`src/rtl/reg_file_wb_pkg.sv`:
```
// Shared encodings and widths for the multicycle CPU register-file/write-back slice.
package mini_cpu_pkg;

    localparam int DATA_W = 32;
    localparam int ADDR_W = 5;

    typedef enum logic [1:0] {
        REG_DST_RT   = 2'b00,
        REG_DST_RD   = 2'b01,
        REG_DST_LINK = 2'b10,
        REG_DST_RSVD = 2'b11
    } reg_dst_e;

    typedef enum logic [1:0] {
        WB_ALU  = 2'b00,
        WB_MDR  = 2'b01,
        WB_JAL  = 2'b10,
        WB_RSVD = 2'b11
    } wb_sel_e;

    // A write commits only when neither select carries the reserved code.
    function automatic logic sel_valid(input logic [1:0] dst_sel, input logic [1:0] wb_sel);
        return (dst_sel != 2'b11) && (wb_sel != 2'b11);
    endfunction

endpackage

```
`src/rtl/reg_file_wb_if.sv`:
```
// Control/data bundle between the control unit (master) and the register file (slave).
interface reg_file_wb_if #(
    parameter int DATA_W = 32,
    parameter int ADDR_W = 5
);
    logic [ADDR_W-1:0] rs_addr;
    logic [ADDR_W-1:0] rt_addr;
    logic [ADDR_W-1:0] rd_addr;
    logic              reg_write;
    logic [1:0]        reg_dst_sel;
    logic [1:0]        wb_sel;
    logic [DATA_W-1:0] ALUout_reg_out;
    logic [DATA_W-1:0] mdr_out;
    logic [DATA_W-1:0] JALreturnPC;
    logic [DATA_W-1:0] A_reg_out;
    logic [DATA_W-1:0] B_reg_out;

    modport master (
        output rs_addr, rt_addr, rd_addr, reg_write, reg_dst_sel, wb_sel,
        output ALUout_reg_out, mdr_out, JALreturnPC,
        input  A_reg_out, B_reg_out
    );

    modport slave (
        input  rs_addr, rt_addr, rd_addr, reg_write, reg_dst_sel, wb_sel,
        input  ALUout_reg_out, mdr_out, JALreturnPC,
        output A_reg_out, B_reg_out
    );
endinterface

```
`src/rtl/reg_file_wb_regfile_array.sv`:
```
// 2-read/1-write register storage; index 0 is hard-wired to zero, SP loads SP_INIT on reset.
module regfile_array #(
    parameter int              DATA_W  = 32,
    parameter int              ADDR_W  = 5,
    parameter int              SP_REG  = 29,
    parameter logic [DATA_W-1:0] SP_INIT = '0
) (
    input  logic              clk,
    input  logic              reset,
    input  logic              i_we,
    input  logic [ADDR_W-1:0] i_waddr,
    input  logic [DATA_W-1:0] i_wdata,
    input  logic [ADDR_W-1:0] i_raddr_a,
    input  logic [ADDR_W-1:0] i_raddr_b,
    output logic [DATA_W-1:0] o_rdata_a,
    output logic [DATA_W-1:0] o_rdata_b
);
    localparam int NREG = 2 ** ADDR_W;

    logic [DATA_W-1:0] r_mem [NREG];

    // Storage update: reset initialisation wins over the single write port.
    always_ff @(posedge clk) begin
        if (reset) begin
            for (int i = 0; i < NREG; i++) begin
                r_mem[i] <= (i == SP_REG) ? SP_INIT : '0;
            end
        end else if (i_we && (i_waddr != '0)) begin
            r_mem[i_waddr] <= i_wdata;
        end
    end

    assign o_rdata_a = (i_raddr_a == '0) ? '0 : r_mem[i_raddr_a];
    assign o_rdata_b = (i_raddr_b == '0) ? '0 : r_mem[i_raddr_b];

endmodule

```
`src/rtl/reg_file_wb.sv`:
```
// Register file plus write-back muxing and A/B operand registers.
// Optional same-cycle forwarding into A/B is enabled by defining REGFILE_BYPASS_EN.
module reg_file_wb #(
    parameter int                DATA_W   = mini_cpu_pkg::DATA_W,
    parameter int                ADDR_W   = mini_cpu_pkg::ADDR_W,
    parameter int                LINK_REG = 31,
    parameter int                SP_REG   = 29,
    parameter logic [DATA_W-1:0] SP_INIT  = '0
) (
    input  logic         clk,
    input  logic         reset,
    reg_file_wb_if.slave bus
);
    import mini_cpu_pkg::*;

    logic [ADDR_W-1:0] w_dst;
    logic [DATA_W-1:0] w_wdata;
    logic              w_we;
    logic [DATA_W-1:0] w_rd_a;
    logic [DATA_W-1:0] w_rd_b;
    logic [DATA_W-1:0] w_a_next;
    logic [DATA_W-1:0] w_b_next;
    logic [DATA_W-1:0] r_a;
    logic [DATA_W-1:0] r_b;

    // Write-back destination and data selection.
    always_comb begin
        w_dst   = '0;
        w_wdata = '0;
        case (bus.reg_dst_sel)
            REG_DST_RT:   w_dst = bus.rt_addr;
            REG_DST_RD:   w_dst = bus.rd_addr;
            REG_DST_LINK: w_dst = ADDR_W'(LINK_REG);
            default:      w_dst = '0;
        endcase
        case (bus.wb_sel)
            WB_ALU:  w_wdata = bus.ALUout_reg_out;
            WB_MDR:  w_wdata = bus.mdr_out;
            WB_JAL:  w_wdata = bus.JALreturnPC;
            default: w_wdata = '0;
        endcase
    end

    assign w_we = bus.reg_write & sel_valid(bus.reg_dst_sel, bus.wb_sel);

    regfile_array #(
        .DATA_W  (DATA_W),
        .ADDR_W  (ADDR_W),
        .SP_REG  (SP_REG),
        .SP_INIT (SP_INIT)
    ) u_array (
        .clk       (clk),
        .reset     (reset),
        .i_we      (w_we),
        .i_waddr   (w_dst),
        .i_wdata   (w_wdata),
        .i_raddr_a (bus.rs_addr),
        .i_raddr_b (bus.rt_addr),
        .o_rdata_a (w_rd_a),
        .o_rdata_b (w_rd_b)
    );

    // Operand source: forwarded write data or stored contents.
    always_comb begin
        w_a_next = w_rd_a;
        w_b_next = w_rd_b;
`ifdef REGFILE_BYPASS_EN
        if (w_we && (w_dst == bus.rs_addr) && (bus.rs_addr != '0)) begin
            w_a_next = w_wdata;
        end else begin
            w_a_next = w_rd_a;
        end
        if (w_we && (w_dst == bus.rt_addr) && (bus.rt_addr != '0)) begin
            w_b_next = w_wdata;
        end else begin
            w_b_next = w_rd_b;
        end
`else
        w_a_next = w_rd_a;
        w_b_next = w_rd_b;
`endif
    end

    // A/B operand registers capture every cycle outside reset.
    always_ff @(posedge clk) begin
        if (reset) begin
            r_a <= '0;
            r_b <= '0;
        end else begin
            r_a <= w_a_next;
            r_b <= w_b_next;
        end
    end

    assign bus.A_reg_out = r_a;
    assign bus.B_reg_out = r_b;

endmodule

```
`src/flat_wrapper.sv`:
```
// flat-port wrapper written by rule: the top's interface ports become plain ports
module reg_file_wb_flat import mini_cpu_pkg::*;
#(
    parameter int                DATA_W   = mini_cpu_pkg::DATA_W,
    parameter int                ADDR_W   = mini_cpu_pkg::ADDR_W,
    parameter int                LINK_REG = 31,
    parameter int                SP_REG   = 29,
    parameter logic [DATA_W-1:0] SP_INIT  = '0
)
  (clk, reset, bus_rs_addr, bus_rt_addr, bus_rd_addr, bus_reg_write, bus_reg_dst_sel, bus_wb_sel, bus_ALUout_reg_out, bus_mdr_out, bus_JALreturnPC, bus_A_reg_out, bus_B_reg_out);
  reg_file_wb_if #(.DATA_W(DATA_W), .ADDR_W(ADDR_W)) bus_i ();
  input  logic clk;
  input  logic reset;
  input wire logic [$bits(bus_i.rs_addr)-1:0] bus_rs_addr;
  input wire logic [$bits(bus_i.rt_addr)-1:0] bus_rt_addr;
  input wire logic [$bits(bus_i.rd_addr)-1:0] bus_rd_addr;
  input wire logic [$bits(bus_i.reg_write)-1:0] bus_reg_write;
  input wire logic [$bits(bus_i.reg_dst_sel)-1:0] bus_reg_dst_sel;
  input wire logic [$bits(bus_i.wb_sel)-1:0] bus_wb_sel;
  input wire logic [$bits(bus_i.ALUout_reg_out)-1:0] bus_ALUout_reg_out;
  input wire logic [$bits(bus_i.mdr_out)-1:0] bus_mdr_out;
  input wire logic [$bits(bus_i.JALreturnPC)-1:0] bus_JALreturnPC;
  output wire logic [$bits(bus_i.A_reg_out)-1:0] bus_A_reg_out;
  output wire logic [$bits(bus_i.B_reg_out)-1:0] bus_B_reg_out;
  assign bus_i.rs_addr = bus_rs_addr;
  assign bus_i.rt_addr = bus_rt_addr;
  assign bus_i.rd_addr = bus_rd_addr;
  assign bus_i.reg_write = bus_reg_write;
  assign bus_i.reg_dst_sel = bus_reg_dst_sel;
  assign bus_i.wb_sel = bus_wb_sel;
  assign bus_i.ALUout_reg_out = bus_ALUout_reg_out;
  assign bus_i.mdr_out = bus_mdr_out;
  assign bus_i.JALreturnPC = bus_JALreturnPC;
  assign bus_A_reg_out = bus_i.A_reg_out;
  assign bus_B_reg_out = bus_i.B_reg_out;
  reg_file_wb #(.DATA_W(DATA_W), .ADDR_W(ADDR_W), .LINK_REG(LINK_REG), .SP_REG(SP_REG), .SP_INIT(SP_INIT)) u_core (.clk(clk), .reset(reset), .bus(bus_i));
endmodule
```
`config.mk`:
```
export PLATFORM = sky130hd
export DESIGN_NAME = reg_file_wb_flat
export DESIGN_NICKNAME = d
export VERILOG_FILES = /design/src/rtl/reg_file_wb_pkg.sv /design/src/rtl/reg_file_wb_if.sv /design/src/rtl/reg_file_wb_regfile_array.sv /design/src/rtl/reg_file_wb.sv /design/src/flat_wrapper.sv
export SDC_FILE = /design/constraint.sdc
export NUM_CORES = 2
export LEC_CHECK = 0
export ABC_AREA = 1
export BUFFER_PORTS_ARGS = -buffer_cell sky130_fd_sc_hd__clkbuf_2
export CELL_PAD_IN_SITES_DETAIL_PLACEMENT = 0
export CELL_PAD_IN_SITES_GLOBAL_PLACEMENT = 1
export CORE_MARGIN = 2
export CORE_UTILIZATION = 40
export CTS_BUF_LIST = sky130_fd_sc_hd__clkbuf_8
export DETAILED_ROUTE_END_ITERATION = 12
export PLACE_DENSITY = 0.8
export SLEW_MARGIN = 20
export SYNTH_ARGS = -nofsm -noshare
export SYNTH_HDL_FRONTEND = slang
export SYNTH_SLANG_ARGS = --single-unit
```
`constraint.sdc`:
```
create_clock -name clk -period 5.81 [get_ports clk]
set_clock_uncertainty 0.05 [all_clocks]
set_input_delay 0.2905 -clock clk [delete_from_list [all_inputs] [get_ports clk]]
set_output_delay 0.2905 -clock clk [all_outputs]
set_load 0.05 [all_outputs]
```
### Word level (Yosys, flattened, before mapping)

Memory sizes are Yosys's and may differ from the RTL's. A register that Yosys moved wholly into a read port is not among the register bits.
Cells that the tools add are included.

* memories kept: 1
* memory bits (writable): 1024
* logic and storage cells: 28
* input port bits: 118
* register bits: 0

Memory list
* u_core.u_array.r_mem: depth 32, bits a word 32, read ports 2, clocked after memory_dff 2, wr ports 32, RTL line reg_file_wb_regfile_array.sv:20 `logic [DATA_W-1:0] r_mem [NREG];`

* bitwise operators: 1
* reduce and logical (&&, ||, !) cells: 10
* multiplexer cells: 10
* equality and inequality tests: 6

Operators with widths (number)
* case mux 32 bit (3 select lines): 1
* two-way mux 32 bit: 1
* OR reduction 32 bit: 1
* case mux 5 bit (3 select lines): 1
* zero test 5 bit: 2
* two-way mux 1 bit: 6
* two-way mux 5 bit: 1
* nonzero test 5 bit: 1
* equality test 2 x 1 -> 1 bit (second input constant): 2
* equality test 2 bit (second input constant): 2
* zero test 2 bit: 2
* != test 2 bit (second input constant): 2
* OR reduction 2 bit: 2
* logical AND 1 bit: 2
* bitwise AND 1 bit: 1

### Longest topological paths before layout

* word-level depth: 9
* mapped depth: 12

### Hierarchy

A second synthesis with hierarchy kept.

* cell total of the unflattened synthesis: 7622
* area total of the unflattened synthesis: 59205.5 um^2

By module, submodules not included
* regfile_array: cells each 7252, area each 56525.5 um^2, seq. area each 30749.5 um^2, times used 1
* reg_file_wb: cells each 370, area each 2680.1 um^2, seq. area each 1281.2 um^2, times used 1

### Worst setup path before layout

OpenSTA, ideal clock, no wires.

* path type: input port to flip-flop
* from: input bus_reg_dst_sel[0]
* to: memory u_core.u_array.r_mem[28][0], enable pin
* arrival time: 3647 ps
* required time: 5294 ps
* library setup time: 466 ps
* path slack: 1647 ps
* cell stages on the path: 7
* cell sequence: or2_1 -> o21ai_2 -> nand2_1 -> nor2_2 -> inv_2 -> clkbuf_1 -> o21ai_0

RTL lines
* from (decl): RTL line flat_wrapper.sv:18 `input wire logic [$bits(bus_i.reg_dst_sel)-1:0] bus_reg_dst_sel;`
* to (decl): RTL line reg_file_wb_regfile_array.sv:20

==> impl_metrics.ini <==
[synth]
ys_seq_elements = 1088
yosys_warnings = 0
synth_fa_ha_area_share_pct = 0
synth-simple-area-share_pct = 35.3
synth-edff-count = 1024
ys_async_sr_fraction_pct = 0
synth_compound_area_share_pct = 4.14
synth_flop_cell = edfxtp_1
synthCells = 7232
synth_top_family_by_area = simple AND/OR/NAND/NOR gates
syn_area_sq_mm = 0.0573
synth_top_area_share_pct = 53.7
synthTopCellsByArea = edfxtp_1, nand2_1, nand3_1, nor2_1, clkbuf_1
synth_area_per_cell_sq_um = 7.92
synth_mux_area_share_pct = 0
synth-xor-area-share_pct = 0
yosysTopAreaCell = edfxtp_1
synth_cell_type_count = 23
ys_seq_area_share_pct = 55.9

[grt]
antenna_found_initial = 4
track_usage_pct = 32.6
grt_max_degree = 183
grt_pass1_vias = 50537
grt_first_pass_wirelength_um = 349000
overflow = 0

[floorplanning]
die_area_sq_mm = 0.146
die_x_um = 383
core_sq_mm = 0.142
start_util_pct = 40.4
ios = 182
rows = 138
die_y_um = 383

[min_path]
whs_path_depth = 5
hold_path_class = in2reg

[final_layout]
final_cells = 9272
syn_to_final_growth_pct = 12.8
fin_nets = 7339
num-fill-cells = 13865
post_route_cells_drive_above_1_share_pct = 9.47
design_area_sq_mm = 0.0646

[sta]
hold_ws_ns = 0.0633
setup_viol = 0
layout_setup_ws_ns = 1.72
max-slew-margin-rel_pct = 18.7
hold_violations = 0
period_share_pct = 70.4
slew_viol_final = 0
fin_crit_ns = 4.09
fmax_ghz = 0.245
tightest_slew_ns = 1.22
rsz0062_at_grt = false
fin_tns_setup_ns = 0

[cts]
cts_tree = built
cts_resized = 0
cts.clk_slew.worst_paths_ns = 0.06
clock_path_buffers = 3
clk_latency_ns = 0.97
post_cts_buffers = 0
hold_buffers = 65
cts.sinks = 1088
cts_buffers = 189
cts_root_buf = clkbuf_8
htree_levels = 4

[routing]
ant_nets = 0
viasPerCell = 5.89
drc_errors = 0
drt_iter0_drc = 8858
first_pass_iters = 7
route.vias.total = 54647
avgRoutedWirePerCell_um = 26.4
totalWireLength_um = 245000

[critical_path]
cp.required_ns = 6.33
crit_type = in2reg
cpLargestDelayFamily = simple AND/OR/NAND/NOR gates
cp.depth = 8
crit_chain = dlygate4sd3_1 > buf_2 > clkinv_1 > buf_4 > nand4_1 > nor3_2 > nand2_2 > nand2_2
crit_slowest_cell = nand2_2
worst-path-max-fanout = 34
arrival_ns = 4.61
r2r_cells = 7
end_kind = flip-flop
critPathMaxStageDelay_ns = 1.04
cp_num_buf_inv = 4
critPathMostFrequentCell = nand2_2
crit_path_start_kind = primary input

[power_and_ir_drop]
ir_worst_vdd_uv = 218
p_per_area_mw_per_mm2 = 295
p_leak_nw = 26.2

[place]
io_buffers = 181
dp.cells = 8855
placed_area_sq_mm = 0.0603
gp_congestion = 0.902
dp_slack_ns = 1.41
dp.final_hpwl_um = 132000

[run_status]
status = finished clean

[job]
maxCapViolCount = 0
[routing by layer]
| metal | up-vias | share of wire (%) | GRT usage (%) |
|---|---|---|---|
| met4 | 2 | 4.9 | 15.0 |
| met5 | - | 0.0053 | 0 |
| met2 | 4280 | 43 | 48.3 |
| li1 | 23850 | - | - |
| met3 | 717 | 15 | 9.53 |
| met1 | 25798 | 38 | 44.1 |
[cell families (layout without fill, tap and decap cells)]
family	after synthesis	in the layout
AOI/OAI and AO/OA	449	449
buffers and inverters	704	822
DFF	1088	1088
other	1	33
and+or+nand+nor	4990	4990
[worst paths after layout]
check | from | end | slack [ns]
worst max-delay path | reset | u_core.u_array.r_mem[25][3]$_SDFFCE_PN0P_ | 1.72
worst min-delay path | bus_mdr_out[28] | u_core.u_array.r_mem[17][28]$_SDFFCE_PN0P_ | 0.06
worst max register to register | u_core.u_array.r_mem[6][0]$_SDFFCE_PN0P_ | u_core.bus.A_reg_out[0]$_SDFF_PP0_ | 4.10
worst min register to register | u_core.u_array.r_mem[12][0]$_SDFFCE_PN0P_ | u_core.bus.A_reg_out[0]$_SDFF_PP0_ | 0.74
[tightest hold or removal path: stages]
cell and delay [ns]:
clkbuf_2 0.08, a22o_1 0.13, a21oi_2 0.04, buf_4 0.25, nor2_1 0.14
[cells in the final DEF (no fill, tap or decap), drive strengths merged]
cell type       n
nand2        2808
nand3        1089
edfxtp       1024
nor2          990
clkbuf        372
a21oi         334
buf           153
inv           140
nor3           99
o21ai          84
clkinv         77
dlygate4sd3    65
dfxtp          64
conb           32
a221oi         18
a22o           13
clkinvlp        8
bufinv          7
nand4           3
diode           1
or2             1
[Yosys cell counts, types with 2 or more instances]
cell      count
o21ai_0      79
edfxtp_1   1024
clkbuf_1    552
a22o_1       13
nor3_2        3
dfxtp_1      64
o21ai_2       2
nor2_1      988
clkinv_1      4
nand3_1    1089
nor2_2        2
o21ai_1       3
buf_2        14
buf_1        57
a21oi_1     334
nand4_1       3
nor3_1       96
inv_2         6
a221oi_1     18
nand2_1    2808
inv_1        71
[through the flow]
stage / total power, W / utilization (%)
floorplan: 0.0109 / -
detailed placement: 0.0121 / 42.5
CTS: 0.0190 / 45.5
global route: 0.0196 / 45.5
global placement: 0.0121 / 42.4
finish: 0.0191 / 45.5
[registers in the layout, summed over array words and instances (netlist names)]
signal,count
u_core.bus.B_reg_out,32
u_core.bus.A_reg_out,32
u_core.u_array.r_mem,1024
[cell type report]
type                       instances  area [sq um]  area share (%)
tap                             1890          2360            3.66
multi-input combinational       5471         23300            36.1
timing repair buffer             390          2920            4.51
clock buffer                     200          2750            4.26
clock inverter                   151           901            1.39
inverter                          81           339           0.524
sequential                      1088         32000            49.5
antenna                            1          2.50         0.00387
[power by group]
group	switching [W]	leakage [nW]	internal, W
Clock	0.00348	2.06	0.00352
Combinational	0.00215	13.8	0.000677
Sequential	0.000242	10.3	0.00902
Total	0.00586	26.2	0.0132
Power figures use the tool's default switching activity.
